## src/rtl/discrete_choice_scheduler_if.sv

```systemverilog
// Handshake and size-table bundle between a requester and the
// discrete choice scheduler.
interface discrete_choice_scheduler_if #(
    parameter int VIW = 2,
    parameter int CW  = 2
);
    logic           in_start;
    logic [VIW-1:0] in_variable_index;
    logic [VIW-1:0] out_table_variable_index;
    logic [CW-1:0]  in_number_of_discrete_assignments;
    logic           out_busy;
    logic           out_valid;
    logic           in_ready;
    logic [VIW-1:0] out_variable_index;
    logic [CW-1:0]  out_choice_index;
    logic           out_fallback;

    modport master (
        output in_start,
        output in_variable_index,
        output in_number_of_discrete_assignments,
        output in_ready,
        input  out_table_variable_index,
        input  out_busy,
        input  out_valid,
        input  out_variable_index,
        input  out_choice_index,
        input  out_fallback
    );

    modport slave (
        input  in_start,
        input  in_variable_index,
        input  in_number_of_discrete_assignments,
        input  in_ready,
        output out_table_variable_index,
        output out_busy,
        output out_valid,
        output out_variable_index,
        output out_choice_index,
        output out_fallback
    );
endinterface

```

## src/rtl/discrete_choice_scheduler.sv

```systemverilog
// One uniform draw in [0, max] for an "inside" constraint, by
// rejection sampling the low bits of a free-running Galois LFSR.
module discrete_choice_scheduler #(
    parameter int MAX_BIT_WIDTH_OF_VARIABLES_INDEX  = 2,
    parameter int MAX_BIT_WIDTH_OF_DISCRETE_CHOICES = 2,
    parameter int LFSR_WIDTH                        = 16,
    parameter logic [LFSR_WIDTH-1:0] LFSR_SEED      = 16'hACE1,
    parameter int MAX_REJECTS                       = 8
) (
    input logic                        clk,
    input logic                        reset,
    discrete_choice_scheduler_if.slave bus
);
    localparam int VIW = MAX_BIT_WIDTH_OF_VARIABLES_INDEX;
    localparam int CW  = MAX_BIT_WIDTH_OF_DISCRETE_CHOICES;
    localparam int RCW = (MAX_REJECTS > 1) ? $clog2(MAX_REJECTS) : 1;
    localparam logic [LFSR_WIDTH-1:0] LFSR_MASK =
        LFSR_WIDTH'(32'h0000_B400);
    localparam logic [LFSR_WIDTH-1:0] SEED_SAFE =
        (LFSR_SEED == '0) ? LFSR_WIDTH'(1) : LFSR_SEED;

    typedef enum logic [1:0] {
        IDLE   = 2'd0,
        LOOKUP = 2'd1,
        DRAW   = 2'd2,
        VALID  = 2'd3
    } state_e;

    state_e                state_q, state_d;
    logic [LFSR_WIDTH-1:0] lfsr_q, lfsr_d;
    logic [VIW-1:0]        tbl_idx_q, var_q;
    logic [CW-1:0]         max_q, choice_q, cand;
    logic                  fb_q;
    logic [RCW-1:0]        rej_q;
    logic                  accept, give_up;
    logic                  take_req, in_lookup, in_draw, in_valid;

    assign cand    = lfsr_q[CW-1:0];
    assign accept  = (cand <= max_q);
    assign give_up = (rej_q == RCW'(MAX_REJECTS - 1));
    assign lfsr_d  = lfsr_q[0] ? ((lfsr_q >> 1) ^ LFSR_MASK)
                               : (lfsr_q >> 1);

    always_ff @(posedge clk) begin
        if (reset) state_q <= IDLE;
        else       state_q <= state_d;
    end

    always_comb begin
        state_d = state_q;
        unique case (state_q)
            IDLE:    if (bus.in_start) state_d = LOOKUP;
            LOOKUP:  state_d = DRAW;
            DRAW:    if (accept || give_up) state_d = VALID;
            VALID:   if (bus.in_ready) state_d = IDLE;
            default: state_d = IDLE;
        endcase
    end

    always_comb begin
        take_req  = 1'b0;
        in_lookup = 1'b0;
        in_draw   = 1'b0;
        in_valid  = 1'b0;
        unique case (state_q)
            IDLE:    take_req  = bus.in_start;
            LOOKUP:  in_lookup = 1'b1;
            DRAW:    in_draw   = 1'b1;
            VALID:   in_valid  = 1'b1;
            default: ;
        endcase
    end

    // The LFSR free-runs, so the candidate depends on request timing.
    always_ff @(posedge clk) begin
        if (reset) begin
            lfsr_q    <= SEED_SAFE;
            tbl_idx_q <= '0;
            var_q     <= '0;
            max_q     <= '0;
            choice_q  <= '0;
            fb_q      <= 1'b0;
            rej_q     <= '0;
        end else begin
            lfsr_q <= lfsr_d;
            if (take_req) begin
                tbl_idx_q <= bus.in_variable_index;
                var_q     <= bus.in_variable_index;
            end
            if (in_lookup) begin
                max_q <= bus.in_number_of_discrete_assignments;
                rej_q <= '0;
            end
            if (in_draw) begin
                if (accept) begin
                    choice_q <= cand;
                    fb_q     <= 1'b0;
                end else if (give_up) begin
                    choice_q <= '0;
                    fb_q     <= 1'b1;
                end else begin
                    rej_q <= rej_q + RCW'(1);
                end
            end
        end
    end

    assign bus.out_table_variable_index = tbl_idx_q;
    assign bus.out_variable_index       = var_q;
    assign bus.out_choice_index         = choice_q;
    assign bus.out_fallback             = fb_q;
    assign bus.out_valid                = in_valid;
    assign bus.out_busy                 = (state_q != IDLE);
endmodule
```

## src/flat_wrapper.sv

```systemverilog
// flat-port wrapper written by rule: the top's interface ports become plain ports
module discrete_choice_scheduler_flat 
#(
    parameter int MAX_BIT_WIDTH_OF_VARIABLES_INDEX  = 2,
    parameter int MAX_BIT_WIDTH_OF_DISCRETE_CHOICES = 2,
    parameter int LFSR_WIDTH                        = 16,
    parameter logic [LFSR_WIDTH-1:0] LFSR_SEED      = 16'hACE1,
    parameter int MAX_REJECTS                       = 8
)
  (clk, reset, bus_in_start, bus_in_variable_index, bus_in_number_of_discrete_assignments, bus_in_ready, bus_out_table_variable_index, bus_out_busy, bus_out_valid, bus_out_variable_index, bus_out_choice_index, bus_out_fallback);
  discrete_choice_scheduler_if bus_i ();
  input logic clk;
  input logic reset;
  input wire logic [$bits(bus_i.in_start)-1:0] bus_in_start;
  input wire logic [$bits(bus_i.in_variable_index)-1:0] bus_in_variable_index;
  input wire logic [$bits(bus_i.in_number_of_discrete_assignments)-1:0] bus_in_number_of_discrete_assignments;
  input wire logic [$bits(bus_i.in_ready)-1:0] bus_in_ready;
  output wire logic [$bits(bus_i.out_table_variable_index)-1:0] bus_out_table_variable_index;
  output wire logic [$bits(bus_i.out_busy)-1:0] bus_out_busy;
  output wire logic [$bits(bus_i.out_valid)-1:0] bus_out_valid;
  output wire logic [$bits(bus_i.out_variable_index)-1:0] bus_out_variable_index;
  output wire logic [$bits(bus_i.out_choice_index)-1:0] bus_out_choice_index;
  output wire logic [$bits(bus_i.out_fallback)-1:0] bus_out_fallback;
  assign bus_i.in_start = bus_in_start;
  assign bus_i.in_variable_index = bus_in_variable_index;
  assign bus_i.in_number_of_discrete_assignments = bus_in_number_of_discrete_assignments;
  assign bus_i.in_ready = bus_in_ready;
  assign bus_out_table_variable_index = bus_i.out_table_variable_index;
  assign bus_out_busy = bus_i.out_busy;
  assign bus_out_valid = bus_i.out_valid;
  assign bus_out_variable_index = bus_i.out_variable_index;
  assign bus_out_choice_index = bus_i.out_choice_index;
  assign bus_out_fallback = bus_i.out_fallback;
  discrete_choice_scheduler #(.MAX_BIT_WIDTH_OF_VARIABLES_INDEX(MAX_BIT_WIDTH_OF_VARIABLES_INDEX), .MAX_BIT_WIDTH_OF_DISCRETE_CHOICES(MAX_BIT_WIDTH_OF_DISCRETE_CHOICES), .LFSR_WIDTH(LFSR_WIDTH), .LFSR_SEED(LFSR_SEED), .MAX_REJECTS(MAX_REJECTS)) u_core (.clk(clk), .reset(reset), .bus(bus_i));
endmodule
```

## config.mk

```make
export PLATFORM = sky130hd
export DESIGN_NAME = discrete_choice_scheduler_flat
export DESIGN_NICKNAME = d
export VERILOG_FILES = /design/src/rtl/discrete_choice_scheduler_if.sv /design/src/rtl/discrete_choice_scheduler.sv /design/src/flat_wrapper.sv
export SDC_FILE = /design/constraint.sdc
export NUM_CORES = 1
export LEC_CHECK = 0
export CAP_MARGIN = 20
export CORE_UTILIZATION = 64
export CTS_CLUSTER_DIAMETER = 120
export CTS_CLUSTER_SIZE = 20
export DETAILED_ROUTE_END_ITERATION = 16
export DONT_BUFFER_PORTS = 1
export GPL_TIMING_DRIVEN = 1
export PLACE_DENSITY = 0.78
export SLEW_MARGIN = 5
export SYNTH_ARGS = -nofsm -noshare
export SYNTH_HDL_FRONTEND = slang
export SYNTH_SLANG_ARGS = --single-unit
```

## constraint.sdc

```tcl
create_clock -name clk -period 2.9 [get_ports clk]
set_clock_uncertainty 0.15 [all_clocks]
set_input_delay 0.29 -clock clk [delete_from_list [all_inputs] [get_ports clk]]
set_output_delay 0.29 -clock clk [all_outputs]
set_load 0.01 [all_outputs]
```

== Word-level counts from Yosys, hierarchy flattened ==
Index checks and enable logic that the tools add are counted.

* Register bits after elaboration: 28
* Input port bits: 8
* Output and inout port bits: 9
* Logic and storage cells: 40

* Add/sub/neg operators: 1
* Magnitude comparators: 1
* Equal/unequal tests: 7
* Muxes and demuxes: 17
* Bitwise gates (word level): 1
* Reductions and logical operators: 6

{| class="wikitable"
|+ Operators with widths
! kind !! number
|-
| $mux 16 || 1
|-
| $mux 3 || 4
|-
| $mux 2 || 5
|-
| $pmux 2 s4 || 1
|-
| $mux 1 || 6
|-
| $eq 2x2->1 const B || 2
|-
| $ne 2x2->1 const B || 2
|-
| $not 3->4 || 1
|-
| $reduce_bool 2->1 || 2
|-
| $add 3x1->3 const B || 1
|-
| $eq 3x3->1 const B || 1
|-
| $reduce_and 3->1 || 1
|-
| $eq 2x1->1 const B || 1
|-
| $le 2x2->1 || 1
|-
| $logic_not 2->1 || 1
|-
| $ne 2x1->1 const B || 1
|-
| $reduce_and 2->1 || 1
|-
| $logic_or 1x1->1 || 1
|}

== Longest topological paths before layout ==
Gate-level depths: netlist of the first run.

* Depth in word-level cells: 6
* Gate-level depth with buffers: 6
* Mapped depth without buffers: 6

== Worst setup path after synthesis of the first run ==
Ideal clock, no wire load.

* Path type: register to register
* Start point: register u_core.lfsr_q[0]
* End point: register u_core.rej_q[0]
* Setup time: 63 ps
* Arrival: 1,426 ps
* Data required time: 2,687 ps
* Slack: 1,261 ps
* Cell stages (with the launch flop): 7
* Buffers on the path: 0
* Clock period less this slack: 1,639 ps
* Cell sequence: dfxtp_1 -> inv_1 -> ha_1 -> nand2_1 -> o2111ai_4 -> mux2_4 -> nor2_2

* Cells in the longest elaborated chain, start to end: 3

{| class="wikitable"
|+ Ends and longest elaborated chain
! element !! RTL line !! text
|-
| start: declaration || discrete_choice_scheduler.sv:30 || <nowiki>logic [LFSR_WIDTH-1:0] lfsr_q, lfsr_d;</nowiki>
|-
| start signal: assignment || discrete_choice_scheduler.sv:85 || <nowiki>lfsr_q <= lfsr_d;</nowiki>
|-
| $le 2x2->1 || discrete_choice_scheduler.sv:39 || <nowiki>assign accept = (cand <= max_q);</nowiki>
|-
| $mux 3 || discrete_choice_scheduler.sv:95 || <nowiki>if (accept) begin</nowiki>
|-
| $mux 3 || discrete_choice_scheduler.sv:94 || <nowiki>if (in_draw) begin</nowiki>
|-
| end signal: assignment || discrete_choice_scheduler.sv:102 || <nowiki>rej_q <= rej_q + RCW'(1);</nowiki>
|-
| end: declaration || discrete_choice_scheduler.sv:34 || <nowiki>logic [RCW-1:0] rej_q;</nowiki>
|}

No other way between the ends.
A chain may end at the register's enable or synchronous reset.

== Worst setup path in the final report of the first run ==
Ends and elaborated chain as after synthesis.

==> out/results.txt, run 1 <==
Min Tclk post-route = 1.81 ns
Hold endpoint = u_core.bus.out_table_variable_index[0]
RSZ-0062 raised after global routing = no
Worst Path Max Fanout = 6
CTS tree = built
HPWL Detailed = 1190 um
Drc violations = 2
First-pass GRT wire length = 2990 um
Vias after detailed routing = 715
PortBufs = 0
Clock transition at path regs = 0.14 ns
Synth top cells by count = dfxtp_1 (28), nor2b_1 (9), ha_1 (8)
Final Hold Fails = 0
Post-synth top area share = 49.7%
Leakage = 0.522 nW
Synth Area in Compound Gates = 10.4%
Initial Util = 71.5%
Final #Nets = 131
Router iterations before antenna repair = 12
Antenna-violating nets left = 0
R2r startpoint = u_core.lfsr_q[0]
CORE AREA = 1580 um^2
CTS Buf Count = 3
Top-count cell post-synth = dfxtp_1
Setup TNS = 0 ns
Hold path depth = 3
Req. time, crit path = 3.02 ns
Diode count = 0
R2R depth = 6
Average vias per placed instance = 5.50
Hold Buf Count CTS = 6
Root Buffer = clkbuf_4
Dpl cells = 120
Die Width = 44.0 um
Clk sinks = 28
Max Fclk = 0.551 GHz
CTS max path bufs = 2
Placer Congestion = 0.702
# setup viols final = 0
Layout cells sized above 1 = 13.2%
Yosys top cell by area = dfxtp_1
Hold Path Origin = bus_in_start
Grt ovf = 0
Largest net degree at the start of global routing = 30
Top post-synthesis cells by area = dfxtp_1 (50%), ha_1 (8.9%), nor2b_1 (5.0%)
Fraction of registers with async set/reset = 0%
Reg2reg end = u_core.rej_q[0]
Post-Synth XOR/XNOR Area = 2.33%
Worst-Skew Late Latency = 0.33 ns
Syn nets = 125
Max-cap violation count = 0
Relative slew slack = 38.7%
Fin. max-slew vios = 0
Syn Inst Count = 109
Fillers = 113
Synth Area in Simple Gates = 19.0%
Worst IR drop on VDD = 0.422 mV
Cts repair resizes = 0
Finished Layout Cells = 130
Top_reg_cell synth = dfxtp_1
Largest family of logic cells by synthesized area = simple AND/OR/NAND/NOR gates
Flop-to-flop setup slack = 1.09 ns
Outcome = finished, violations left
Worst Hold Class = in -> reg
Antenna violations before repair = 0
Die ar. = 1930 um^2
Post-synthesis mux area share = 4.88%
CP Launch Type = flop
GR Util All Layers = 21.2%
Post-CTS setup buffer count = 0
Sequential-to-total area share from yosys stat = 49.7%
Initial DRC Count = 12
I/O pins = 17
Adder-Cell Fraction of Synth Area = 8.88%
Synthesized cell area = 1130 um^2
Row Count = 14
Slew at the pin closest to its max-slew limit = 0.917 ns
Pwr per Cell Area = 801 nW/um^2
DR WL/cell = 13.6 um
Crit share post-route = 62.6%
Warnings from Yosys = 0
Area grow syn2layout = 9.32%
Power after layout = 987 uW
Worst path arrival time = 1.94 ns
Crit. End Element = flop
Failing checks = design-rule violations
H-tree depth = 1
Yosys reg bits = 28
Drt total wl = 1770 um
Number of flops mapped to enable cells by yosys = 0
Die Y = 44.0 um
CP Class = reg -> reg
Distinct cells, synth = 29
Syn avg cell area = 10.3 um^2
Number of global-route vias before repair = 697
## metrics by stage
stage / utilization (%) / area, um^2 / setup WS, ns / hold slack, ns
after CTS: 78.2 / 1230 / 1.07 / 0.00809
after global routing: 78.2 / 1230 / 0.993 / 0.0276
after floorplan: - / 1130 / 1.26 / 0.239
after global placement: 71.0 / 1120 / 1.21 / 0.209
after detailed placement: 71.0 / 1120 / 1.11 / 0.212
final: 78.2 / 1230 / 1.09 / 0.0142
## area by class of cell
type	instances	area [um^2]	share of cell area (%)
Clock inverter	1	30.0	2.44
Multi-Input combinational cell	69	513	41.6
Tap cell	16	20.0	1.62
Clock buffer	3	22.5	1.83
Timing Repair Buffer	6	60.1	4.87
Sequential cell	28	561	45.5
Inverter	7	26.3	2.13
## sequential cells by signal, indices dropped and copies added (netlist names)
register                             cells
u_core.bus.out_fallback                  1
u_core.lfsr_q                           16
u_core.max_q                             2
u_core.bus.out_table_variable_index      2
u_core.bus.out_choice_index              2
u_core.rej_q                             3
u_core.state_q                           2
## worst max-delay path, stage by stage (launching register included)
cell	delay, ns
dfxtp_1	0.46
inv_1	0.10
ha_1	0.28
nand2_1	0.15
o2111ai_4	0.20
mux2_4	0.35
nor2_2	0.07
## cells by family after synthesis
family / after synthesis
adders and majority gates: 8
buffers and inverters: 12
DFF: 28
and+or+nand+nor: 38
muxes: 5
AOI/OAI and AO/OA: 15
xor gates and xnor gates: 3
## how the worst max path moves through the flow
stage / start / end / slack, ns / cells after the start
2_1_floorplan: u_core.lfsr_q[0] / u_core.rej_q[0] / 1.26 / 6
3_3_place_gp: u_core.lfsr_q[0] / u_core.rej_q[0] / 1.21 / 6
3_5_place_dp: u_core.lfsr_q[0] / u_core.rej_q[0] / 1.11 / 6
4_1_cts: u_core.lfsr_q[0] / u_core.rej_q[0] / 1.07 / 6
5_1_grt: u_core.lfsr_q[0] / u_core.rej_q[0] / 0.99 / 6
6_report: u_core.lfsr_q[0] / u_core.rej_q[0] / 1.09 / 6
## report_power, final
part | switching [mW] | total [mW] | internal [mW]
Sequential | 0.0385 | 0.469 | 0.431
Clock | 0.113 | 0.253 | 0.140
Combinational | 0.151 | 0.265 | 0.114
## placed cells by master (no fill, tap or decap), drive strengths merged, types with 2 or more instances in the layout
cell         count
mux2i            4
dlygate4sd3      6
o21a             2
a21oi            5
nor2b           10
ha               8
dfxtp           28
clkbuf           3
inv              7
xnor2            3
nand2b           4
o21ai            2
nand2            5
nand3            4
nor2             7
or2              6
## metal layers
layer / vias up / routed length [um] / track usage (%) / share of wire [%]
met5: - / 0 / 0 / 0
met4: 0 / 17 / 7.27 / 0.96
met3: 2 / 47 / 5.42 / 2.6
met2: 13 / 830 / 35.2 / 47
met1: 332 / 878 / 26.9 / 49
li1: 368 / - / - / -
(Power assumes the default switching activity.)
==> inputs of run 2 (changes only) <==
- ABC_AREA: unset -> 1
- CORE_UTILIZATION: 64 -> 53
- PLACE_DENSITY: 0.78 -> 0.69
- clock period: 2.9 -> 1.5 ns (I/O delays scaled with it)
==> run 2 against run 1 <==
  * The flow now finishes without violations
  * Area after synthesis down 1.7%
  * Sequential share of layout area decreased by 7.0 points
  * Final area increased by 20%
  * Combinational power rose to 3.0 times the previous value
  * Flip-flop and latch count unchanged
  * Worst setup slack got worse by 1.1 ns
  * Worst hold slack better by 0.023 ns
  * Register-to-register slack worse by 1.1 ns
  * Wire length is 28% higher
  * Critical endpoint is now u_core.lfsr_q[12]
  * Highest routed layer is now met3
==> out/results.txt, run 2 <==
Drt total wl = 2270 um (+28%)
Antenna violations before repair = 0 (unchanged)
Syn Inst Count = 130 (+19%)
H-tree depth = 1 (unchanged)
Top-count cell post-synth = dfxtp_1
Router iterations before antenna repair = 5 (-7)
Delay of the slowest critical-path stage = 0.55 ns (+0.09 ns)
Vias after detailed routing = 873 (+22%)
Slew at the pin closest to its max-slew limit = 0.427 ns (-0.490 ns)
Initial DRC Count = 25 (+13)
Die ar. = 2280 um^2 (+18%)
First-pass GRT wire length = 3130 um (+4.9%)
Dpl cell area = 1150 um^2 (+2.7%)
DR WL/cell = 12.5 um (-8.1%)
I/O pins = 17 (unchanged)
Area grow syn2layout = 33.9%
CP Launch Type = flop
Fraction of registers with async set/reset = 0% (unchanged)
CORE AREA = 1960 um^2 (+24%)
Max Fclk = 0.678 GHz (+23%)
Placer Congestion = 0.804 (+15%)
PortBufs = 0 (unchanged)
Bufs and invs on worst path = 2 (+1)
Outcome = finished, final reports clean
Min Tclk post-route = 1.48 ns (-0.339 ns)
Largest register FFs = 16 (unchanged)
Clk sinks = 28 (unchanged)
GR Util All Layers = 20.3% (-0.90 points)
Most common cell after layout, fill and taps aside = dfxtp_1
Drc violations = 0 (-2)
Layout cells sized above 1 = 27.9% (+15 points)
Warnings from Yosys = 0 (unchanged)
Register with the most flip-flops = u_core.lfsr_q
Initial Util = 56.5% (-15 points)
Row Count = 16 (+2)
CTS max path bufs = 2 (unchanged)
Top post-synthesis cells by area = dfxtp_1 (51%), ha_1 (9.0%), inv_1 (7.1%)
Worst-Skew Late Latency = 0.33 ns (about the same)
Worst IR drop on VDD = 1.47 mV (+250%)
Top cell family by delay on the critical path = buffers and inverters
Req. time, crit path = 1.58 ns (-1.44 ns)
Sequential-to-total area share from yosys stat = 50.6% (+0.84 points)
Final #Nets = 171 (+31%)
Syn avg cell area = 8.53 um^2 (-18%)
Setup WS post-layout = 0.0244 ns (-1.06 ns)
Top Registers = u_core.lfsr_q: 16 flops, u_core.rej_q: 3 flops
Die Width = 47.7 um (+8.6%)
Commonest cells after routing, fill and taps aside = dfxtp_1 (22), dlygate4sd3_1 (18), inv_1 (17), nor2_1 (17), nand2_1 (14)
Antenna-violating nets left = 0 (unchanged)
# setup viols final = 0 (unchanged)
Diode count = 0 (unchanged)
CTS tree = built
Yosys top cell by area = dfxtp_1
Fin. max-slew vios = 0 (unchanged)
Largest net degree at the start of global routing = 17 (-43%)
Crit. End Element = flop
CTS Buf Count = 3 (unchanged)
HPWL Detailed = 1250 um (+4.8%)
Top_reg_cell synth = dfxtp_1
Slowest CP cell = dlygate4sd3_1
Final Hold Fails = 0 (unchanged)
DP Worst Slack = -0.0310 ns (-1.14 ns)
Worst path arrival time = 1.56 ns (-0.38 ns)
Syn nets = 146 (+17%)
Synthesized cell area = 1110 um^2 (-1.7%)
CP Class = reg -> reg
Average vias per placed instance = 4.82 (-12%)
Synth top cells by count = dfxtp_1 (28), inv_1 (21), nand2_1 (18)
Clock transition at path regs = 0.14 ns (about the same)
Post-synth top area share = 50.6% (+0.84 points)
Worst Hold Class = in -> reg
Leakage = 0.672 nW (+29%)
CP cell instances = buf_6 > xnor2_2 > nor2_1 > dlygate4sd3_1
Pwr per Cell Area = 1520 nW/um^2 (+90%)
Final Cell Area = 1480 um^2 (+20%)
Max-cap violation count = 0 (unchanged)
Grt ovf = 0 (unchanged)
Worst Path Max Fanout = 3 (-3)
Yosys reg bits = 28 (unchanged)
Number of global-route vias before repair = 754 (+8.2%)
Root Buffer = clkbuf_4
Relative slew slack = 71.4% (+33 points)
Distinct cells, synth = 20 (-31%)
Die Y = 47.7 um (+8.6%)
Crit share post-route = 98.4% (+36 points)
Number of flops mapped to enable cells by yosys = 0 (unchanged)
[run 2: changes by cell type in the layout (fill, tap and decap cells not counted), sizes merged, moves of 6 or more]
cell	change
o21ai	+7
inv	+15
dlygate4sd3	+12
nand2	+15
nor2	+11
nor2b	-10
buf	+6
[run 2: what timing repair did]
item | CTS | global route
endpoints found under the hold margin | 28 | 1
setup buffers | 0 | 2
setup endpoints to repair | 5 | 11
hold buffers | 18 | 1
resized for setup | 4 | 22
pin swaps | 0 | 7
[run 2: metal layers]
layer	vias to the layer above	GRT usage, %	wire length [um]
met2	19	35.1	1180
li1	446	-	-
met3	0	6.79	76
met1	408	25.0	1020
met4	0	3.33	0
met5	-	0	0
[run 2: power by group]
| group | internal [mW] | leakage [nW] | switching (mW) |
|---|---|---|---|
| sequential | 0.871 | 0.234 | 0.0998 |
| combinational | 0.350 | 0.410 | 0.450 |
| clock | 0.271 | 0.0279 | 0.213 |
[run 2: layout make-up]
cell class	instances	area [um^2]
Sequential cell	28	571
Timing Repair Buffer	24	229
Tap cell	27	33.8
Clock buffer	3	22.5
Inverter	22	82.6
Fill cell	137	478
Multi-Input combinational cell	76	515
Clock inverter	1	30.0
[run 2: worst reg2reg max path: cells and delay by family, from the launching register on]
family / cells / cell delay, ns
xor gates and xnor gates: 1 / 0.13
buffers and inverters: 2 / 0.68
DFF: 1 / 0.36
and+or+nand+nor: 1 / 0.06
[run 2: cells by family after synthesis]
kind of cell / Yosys count / share of synthesized area [%]
AOI/OAI and AO/OA: 17 / 8.24
xor gates and xnor gates: 2 / 1.58
adders and majority gates: 8 / 9.03
buffers and inverters: 26 / 9.48
DFF: 28 / 50.6
and+or+nand+nor: 49 / 21.1
[run 2: through the flow]
| stage | utilization, % | setup TNS, ns | std cells | hold slack, ns | total power, mW |
|---|---|---|---|---|---|
| after floorplan | - | 0 | 130 | 0.107 | 1.44 |
| after global placement | 58.6 | 0 | 157 | 0.0651 | 1.54 |
| after detailed placement | 58.6 | -0.0310 | 157 | 0.0652 | 1.56 |
| after CTS | 71.0 | 0 | 179 | 0.00819 | 2.11 |
| after global routing | 75.6 | -0.0239 | 181 | 0.0629 | 2.40 |
| final | 75.6 | 0 | 181 | 0.0371 | 2.25 |
[run 2: final timing paths]
check                     from                end  slack, ns  cells after the start
max reg2reg   u_core.lfsr_q[0]  u_core.lfsr_q[12]       0.02                      4
max           u_core.lfsr_q[0]  u_core.lfsr_q[12]       0.02                      4
min reg2reg  u_core.lfsr_q[12]  u_core.lfsr_q[11]       0.28                      1
min               bus_in_start  u_core.state_q[1]       0.04                      5
